## src/rtl/edusoc_lsu_pkg.sv

```systemverilog
// rtl/edusoc_lsu_pkg.sv - shared types and the alignment rule for the edusoc load/store unit
package edusoc_lsu_pkg;

    typedef enum logic [1:0] {
        BYTE = 2'b00,
        HALF = 2'b01,
        WORD = 2'b10
    } lsu_size_t;

    typedef enum logic [1:0] {
        IDLE = 2'b00,
        BUSY = 2'b01,
        RESP = 2'b10
    } lsu_state_t;

    // Size code 2'b11 has no enum member and is always treated as misaligned.
    function automatic logic is_misaligned(input logic [1:0] size, input logic [1:0] offset);
        case (size)
            BYTE:    is_misaligned = 1'b0;
            HALF:    is_misaligned = offset[0];
            WORD:    is_misaligned = (offset != 2'b00);
            default: is_misaligned = 1'b1;
        endcase
    endfunction

endpackage

```

## src/rtl/edusoc_lsu_align.sv

```systemverilog
// rtl/edusoc_lsu_align.sv - combinational lane steering: byte enables, store replication, load extract/extend
module edusoc_lsu_align
    import edusoc_lsu_pkg::*;
(
    input  logic [1:0]  st_offset,
    input  logic [1:0]  st_size,
    input  logic [31:0] st_wdata,
    output logic [3:0]  st_be,
    output logic [31:0] st_wdata_rep,
    input  logic [1:0]  ld_offset,
    input  logic [1:0]  ld_size,
    input  logic        ld_unsigned,
    input  logic [31:0] ld_rdata,
    output logic [31:0] ld_data
);

    logic [31:0] lane;

    always_comb begin
        st_be        = 4'b0000;
        st_wdata_rep = st_wdata;
        case (st_size)
            BYTE: begin
                st_be        = 4'b0001 << st_offset;
                st_wdata_rep = {4{st_wdata[7:0]}};
            end
            HALF: begin
                st_be        = 4'b0011 << st_offset;
                st_wdata_rep = {2{st_wdata[15:0]}};
            end
            WORD: st_be = 4'b1111;
            default: st_be = 4'b0000;
        endcase
    end

    assign lane = ld_rdata >> {ld_offset, 3'b000};

    always_comb begin
        ld_data = lane;
        case (ld_size)
            BYTE:    ld_data = {{24{~ld_unsigned & lane[7]}}, lane[7:0]};
            HALF:    ld_data = {{16{~ld_unsigned & lane[15]}}, lane[15:0]};
            default: ld_data = lane;
        endcase
    end

endmodule

```

## src/rtl/edusoc_lsu.sv

```systemverilog
// rtl/edusoc_lsu.sv - load/store unit FSM and registers; EDUSOC_LSU_TIMEOUT_EN adds a bus-wait timeout
module edusoc_lsu
    import edusoc_lsu_pkg::*;
#(
    parameter int unsigned TIMEOUT_CYCLES = 255
) (
    input  logic        clk,
    input  logic        resn,
    input  logic        lsu_req,
    input  logic        lsu_we,
    input  logic [1:0]  lsu_size,
    input  logic        lsu_unsigned,
    input  logic [31:0] lsu_addr,
    input  logic [31:0] lsu_wdata,
    output logic        lsu_ready,
    output logic        lsu_done,
    output logic [31:0] lsu_rdata,
    output logic        lsu_misaligned,
    output logic        lsu_bus_err,
    output logic        data_req,
    output logic        data_we,
    output logic [3:0]  data_be,
    output logic [31:0] data_addr,
    output logic [31:0] data_wdata,
    input  logic        data_valid,
    input  logic [31:0] data_rdata
);

    lsu_state_t  state;
    logic        we_q;
    logic        unsigned_q;
    logic [1:0]  size_q;
    logic [1:0]  offset_q;
    logic [3:0]  be_c;
    logic [31:0] wdata_c;
    logic [31:0] load_c;

    edusoc_lsu_align u_align (
        .st_offset    (lsu_addr[1:0]),
        .st_size      (lsu_size),
        .st_wdata     (lsu_wdata),
        .st_be        (be_c),
        .st_wdata_rep (wdata_c),
        .ld_offset    (offset_q),
        .ld_size      (size_q),
        .ld_unsigned  (unsigned_q),
        .ld_rdata     (data_rdata),
        .ld_data      (load_c)
    );

    assign lsu_ready = (state == IDLE);

`ifdef EDUSOC_LSU_TIMEOUT_EN
    localparam int unsigned CW = (TIMEOUT_CYCLES > 1) ? $clog2(TIMEOUT_CYCLES) : 1;
    localparam logic [CW-1:0] LAST_WAIT = CW'(TIMEOUT_CYCLES - 1);
    logic [CW-1:0] wait_cnt;
    logic          bus_err_q;
    assign lsu_bus_err = bus_err_q;
`else
    // The limit only matters when the timeout is built in; the error output is constant 0.
    localparam logic TIMEOUT_SET = (TIMEOUT_CYCLES != 0);
    assign lsu_bus_err = 1'b0 & TIMEOUT_SET;
`endif

    always_ff @(posedge clk or negedge resn) begin
        if (!resn) begin
            state          <= IDLE;
            we_q           <= 1'b0;
            unsigned_q     <= 1'b0;
            size_q         <= 2'b00;
            offset_q       <= 2'b00;
            lsu_done       <= 1'b0;
            lsu_rdata      <= 32'h0;
            lsu_misaligned <= 1'b0;
            data_req       <= 1'b0;
            data_we        <= 1'b0;
            data_be        <= 4'b0000;
            data_addr      <= 32'h0;
            data_wdata     <= 32'h0;
`ifdef EDUSOC_LSU_TIMEOUT_EN
            wait_cnt       <= '0;
            bus_err_q      <= 1'b0;
`endif
        end else begin
            case (state)
                IDLE: begin
                    if (lsu_req) begin
                        we_q       <= lsu_we;
                        unsigned_q <= lsu_unsigned;
                        size_q     <= lsu_size;
                        offset_q   <= lsu_addr[1:0];
                        if (is_misaligned(lsu_size, lsu_addr[1:0])) begin
                            state          <= RESP;
                            lsu_done       <= 1'b1;
                            lsu_misaligned <= 1'b1;
                        end else begin
                            state      <= BUSY;
                            data_req   <= 1'b1;
                            data_we    <= lsu_we;
                            data_be    <= be_c;
                            data_addr  <= {lsu_addr[31:2], 2'b00};
                            data_wdata <= wdata_c;
`ifdef EDUSOC_LSU_TIMEOUT_EN
                            wait_cnt   <= '0;
`endif
                        end
                    end
                end
                BUSY: begin
                    if (data_valid) begin
                        state     <= RESP;
                        data_req  <= 1'b0;
                        lsu_done  <= 1'b1;
                        lsu_rdata <= we_q ? 32'h0 : load_c;
`ifdef EDUSOC_LSU_TIMEOUT_EN
                    end else if (wait_cnt == LAST_WAIT) begin
                        state     <= RESP;
                        data_req  <= 1'b0;
                        lsu_done  <= 1'b1;
                        bus_err_q <= 1'b1;
                    end else begin
                        wait_cnt  <= wait_cnt + 1'b1;
`endif
                    end
                end
                RESP: begin
                    state          <= IDLE;
                    lsu_done       <= 1'b0;
                    lsu_rdata      <= 32'h0;
                    lsu_misaligned <= 1'b0;
`ifdef EDUSOC_LSU_TIMEOUT_EN
                    bus_err_q      <= 1'b0;
`endif
                end
                default: state <= IDLE;
            endcase
        end
    end

endmodule

```

## config.mk

```make
export PLATFORM = sky130hd
export DESIGN_NAME = edusoc_lsu
export DESIGN_NICKNAME = d
export VERILOG_FILES = /design/src/rtl/edusoc_lsu_pkg.sv /design/src/rtl/edusoc_lsu_align.sv /design/src/rtl/edusoc_lsu.sv
export SDC_FILE = /design/constraint.sdc
export NUM_CORES = 1
export LEC_CHECK = 0
export BUFFER_PORTS_ARGS = -buffer_cell sky130_fd_sc_hd__buf_4
export CAP_MARGIN = 10
export CELL_PAD_IN_SITES_DETAIL_PLACEMENT = 1
export CELL_PAD_IN_SITES_GLOBAL_PLACEMENT = 1
export CORE_MARGIN = 2
export CORE_UTILIZATION = 38
export DETAILED_ROUTE_END_ITERATION = 12
export GPL_ROUTABILITY_DRIVEN = 0
export GPL_TIMING_DRIVEN = 1
export HOLD_SLACK_MARGIN = 0.08
export PLACE_DENSITY_LB_ADDON = 0.1
export SLEW_MARGIN = 10
export SYNTH_ARGS = -nofsm -noshare
export SYNTH_HDL_FRONTEND = slang
export SYNTH_HIERARCHICAL = 1
export SYNTH_SLANG_ARGS = --single-unit
```

## constraint.sdc

```tcl
create_clock -name clk -period 2.4 [get_ports clk]
set_clock_uncertainty 0.1 [all_clocks]
set_input_delay 0.48 -clock clk [delete_from_list [all_inputs] [get_ports clk]]
set_output_delay 0.48 -clock clk [all_outputs]
set_load 0.005 [all_outputs]
```

==> impl_metrics.tcl <==
set metrics [dict create \
    grt_first_pass_wirelength_mm 27.6 \
    antenna_found_initial 0 \
    viasPerCell 5.36 \
    post-dp-hpwl_mm 12.6 \
    yosysWarnings 6 \
    synth_area_um2 5760 \
    critPathRequiredTime_ns 2.55 \
    drc 0 \
    startpoint "offset_q[0]" \
    start_kind "flop" \
    fin_crit_sh 0.897 \
    syn_inst 503 \
    arrival_ns 2.30 \
    synth-seq-cells 110 \
    grt.overflow.total 0 \
    rsz0062_at_grt "false" \
    setup_tns_ns 0 \
    io_pins 210 \
    timing.fmax_ghz 0.465 \
    syn_to_final_growth_pct 34.2 \
    fp-row-count 44 \
    final_antenna_net_count 0 \
    clkLatencyLatePin_ns 0.35 \
    gr-usage-all-layers 0.216 \
    cp_max_fo 15 \
    critPathCapture "lsu_rdata[11]" \
    cpMaxStageDelayCell "dfrtp_1" \
    via_count 4681 \
    path_cells "nor2b_1 -> a2bb2oi_1 -> o21ai_0 -> inv_1 -> o41ai_1" \
    post_drt_wl_per_cell_um 19.7 \
    slew_headroom 0.508 \
    ys_seq_area_frac 0.478 \
    io_buffer_count 206 \
    max_cap_violations 0 \
    critPathMaxStageDelay_ns 0.66 \
    timing.rr.start "offset_q[0]" \
    synth_edf_count 0 \
    r2r-end "lsu_rdata[11]" \
    met2_usage 0.361 \
    grtUsageMet1 0.269 \
    min_delay_path_depth 2 \
    initial_utilization 0.393 \
    setup_viol 0 \
    core_area_um2 14600 \
    reg2regPathDepth 5 \
    final_nets 789 \
    die_h_um 127 \
    grt_use_met3 0.0657 \
    cp-end-kind "flop" \
    first_global_vias 5071 \
    worstSetupPathType "reg2reg" \
    top_usage_layer "met2" \
    final_hold_viol_count 0 \
    place_inst 857 \
    drt_iter0_markers 253 \
    status "finished, final reports clean" \
    power_leakage_nw 3.64 \
    die_x_um 127 \
    routed_wl_mm 17.2 \
    powerDensity_nw_per_um2 941 \
    grt_max_degree 66 \
    r2r_slack_ns 0.25 \
    cts_htree_levels 3 \
    cts_tree "yes" \
    hp-class "in2reg" \
    post-cts-setup-buffers 0 \
    synthDistinctLibCells 42 \
    synth.avg_cell_area_um2 11.4 \
    drive_gt1_frac 0.509 \
    ir_worst_vdd_mv 0.461 \
    fin_crit_ns 2.15 \
    cts_inserted_buffers 9 \
    clock-sinks 110 \
    die_area_um2 16100 \
    stdcell_count 874 \
    cts.clk_slew.worst_paths_ns 0.08 \
    synth-async-reset-ratio 1.00 \
    tightest_slew_ns 0.738 \
    drv_slew 0 \
    clockBufferDepth 2 \
    clockRootBuffer "clkbuf_16" \
    synth_ff_type "dfrtp_1" \
    antenna_cells 0 \
    drt-pass1-iter-count 6 \
]
## logic make-up (layout without fill, tap and decap cells)
family / count (synthesis) / count (layout) / share of synthesized area
other: 1 / 3 / 0.000652
AOI/OAI and AO/OA: 99 / 99 / 0.132
muxes: 118 / 118 / 0.235
buffers and inverters: 88 / 273 / 0.0737
DFF: 110 / 110 / 0.478
and+or+nand+nor: 87 / 87 / 0.0807
## layer usage
metal  vias up  part of all wire
li1       2166                 -
met1      2337              0.42
met2       156              0.49
met3        22             0.072
met4         0             0.021
met5         -                 0
## per-stage QoR
| step | setup slack (ns) | power, mW | util | hold WS (ns) | instance area [um^2] |
|---|---|---|---|---|---|
| after floorplan | 0.614 | 4.31 | - | 0.0844 | 5760 |
| final | 0.247 | 7.27 | 0.528 | 0.238 | 7730 |
| after global placement | 0.317 | 5.72 | 0.506 | 0.357 | 7410 |
| after global routing | 0.0617 | 7.75 | 0.528 | 0.242 | 7730 |
| after CTS | 0.183 | 7.36 | 0.527 | 0.235 | 7720 |
| after detailed placement | 0.211 | 5.83 | 0.506 | 0.361 | 7410 |
## synth_stat cells, types with 7 or more instances
| library cell | number | area [um^2] |
|---|---|---|
| buf_1 | 10 | 37.5 |
| buf_2 | 9 | 45.0 |
| a21oi_1 | 9 | 45.0 |
| nor2b_1 | 11 | 68.8 |
| clkbuf_1 | 19 | 71.3 |
| mux2_4 | 9 | 135 |
| a211oi_1 | 7 | 52.6 |
| o41ai_1 | 32 | 280 |
| o21ai_0 | 19 | 95.1 |
| o211ai_1 | 15 | 113 |
| inv_1 | 33 | 124 |
| buf_4 | 12 | 90.1 |
| nand3_1 | 32 | 160 |
| a2bb2oi_1 | 7 | 61.3 |
| mux2_2 | 91 | 1020 |
| dfrtp_1 | 110 | 2750 |
| mux2i_1 | 17 | 170 |
| nand2_1 | 28 | 105 |
## sequential cells by signal, summed over array words and instances, names as in the netlist
signal          cells
data_addr          30
data_be             4
data_req            1
data_wdata         32
data_we             1
lsu_done            1
lsu_misaligned      1
lsu_rdata          32
offset_q            2
size_q              2
state               2
unsigned_q          1
we_q                1
## worst min path at each step
stage          startpoint            end  slack [ns]
4_1_cts        data_valid       state[0]        0.23
3_5_place_dp         resn   lsu_rdata[0]        0.36
5_1_grt        data_valid       state[0]        0.24
6_report       data_valid       state[0]        0.24
2_1_floorplan        resn  data_addr[10]        0.08
3_3_place_gp         resn   lsu_rdata[0]        0.36
## power by group
part / leakage (nW) / switching [mW] / total, mW / internal (mW)
logic: 2.13 / 1.29 / 2.93 / 1.64
registers: 1.36 / 0.395 / 2.84 / 2.44
clock network: 0.141 / 0.711 / 1.50 / 0.793
total: 3.64 / 2.40 / 7.27 / 4.87
## worst max-delay path, delay by kind of cell (launching register included)
family	cells	cell delay [ns]
AOI/OAI and AO/OA	3	0.73
buffers and inverters	1	0.07
and+or+nand+nor	1	0.48
DFF	1	0.66
## placed cells by master (no fill, tap or decap), drive strengths merged, types with 2 or more instances in the layout
cell      synthesis  final
nor2b            11     11
o21bai            2      2
mux2i            17     17
mux2            100    100
nor3              2      2
buf              36    223
a211oi            7      7
clkinvlp          0      2
nand3            32     32
inv              33     34
o41ai            32     32
clkbuf           19     12
nand2b            3      3
o211ai           16     16
nor2              3      3
a2bb2oi           7      7
nand2            28     28
a21oi             9      9
conb              1      3
nor3b             4      4
o21ai            20     20
dfrtp           110    110
## area by class of cell
cell class	instances	area [um^2]
fillers	1599	6920
flip-flops and latches	110	2750
multi-input cells	307	2600
repair buffers	224	1720
clock buffers	12	267
well taps	184	230
inverters	33	124
clock inverters	4	28.8
## timing repair
item                                    in CTS  in global routing
hold endpoints to repair                    28                  0
endpoints found under the setup margin       0                  2
resized for setup                            0                  1
hold buffers                                 1                  0
Note: power is estimated with default switching activity, not from simulation.
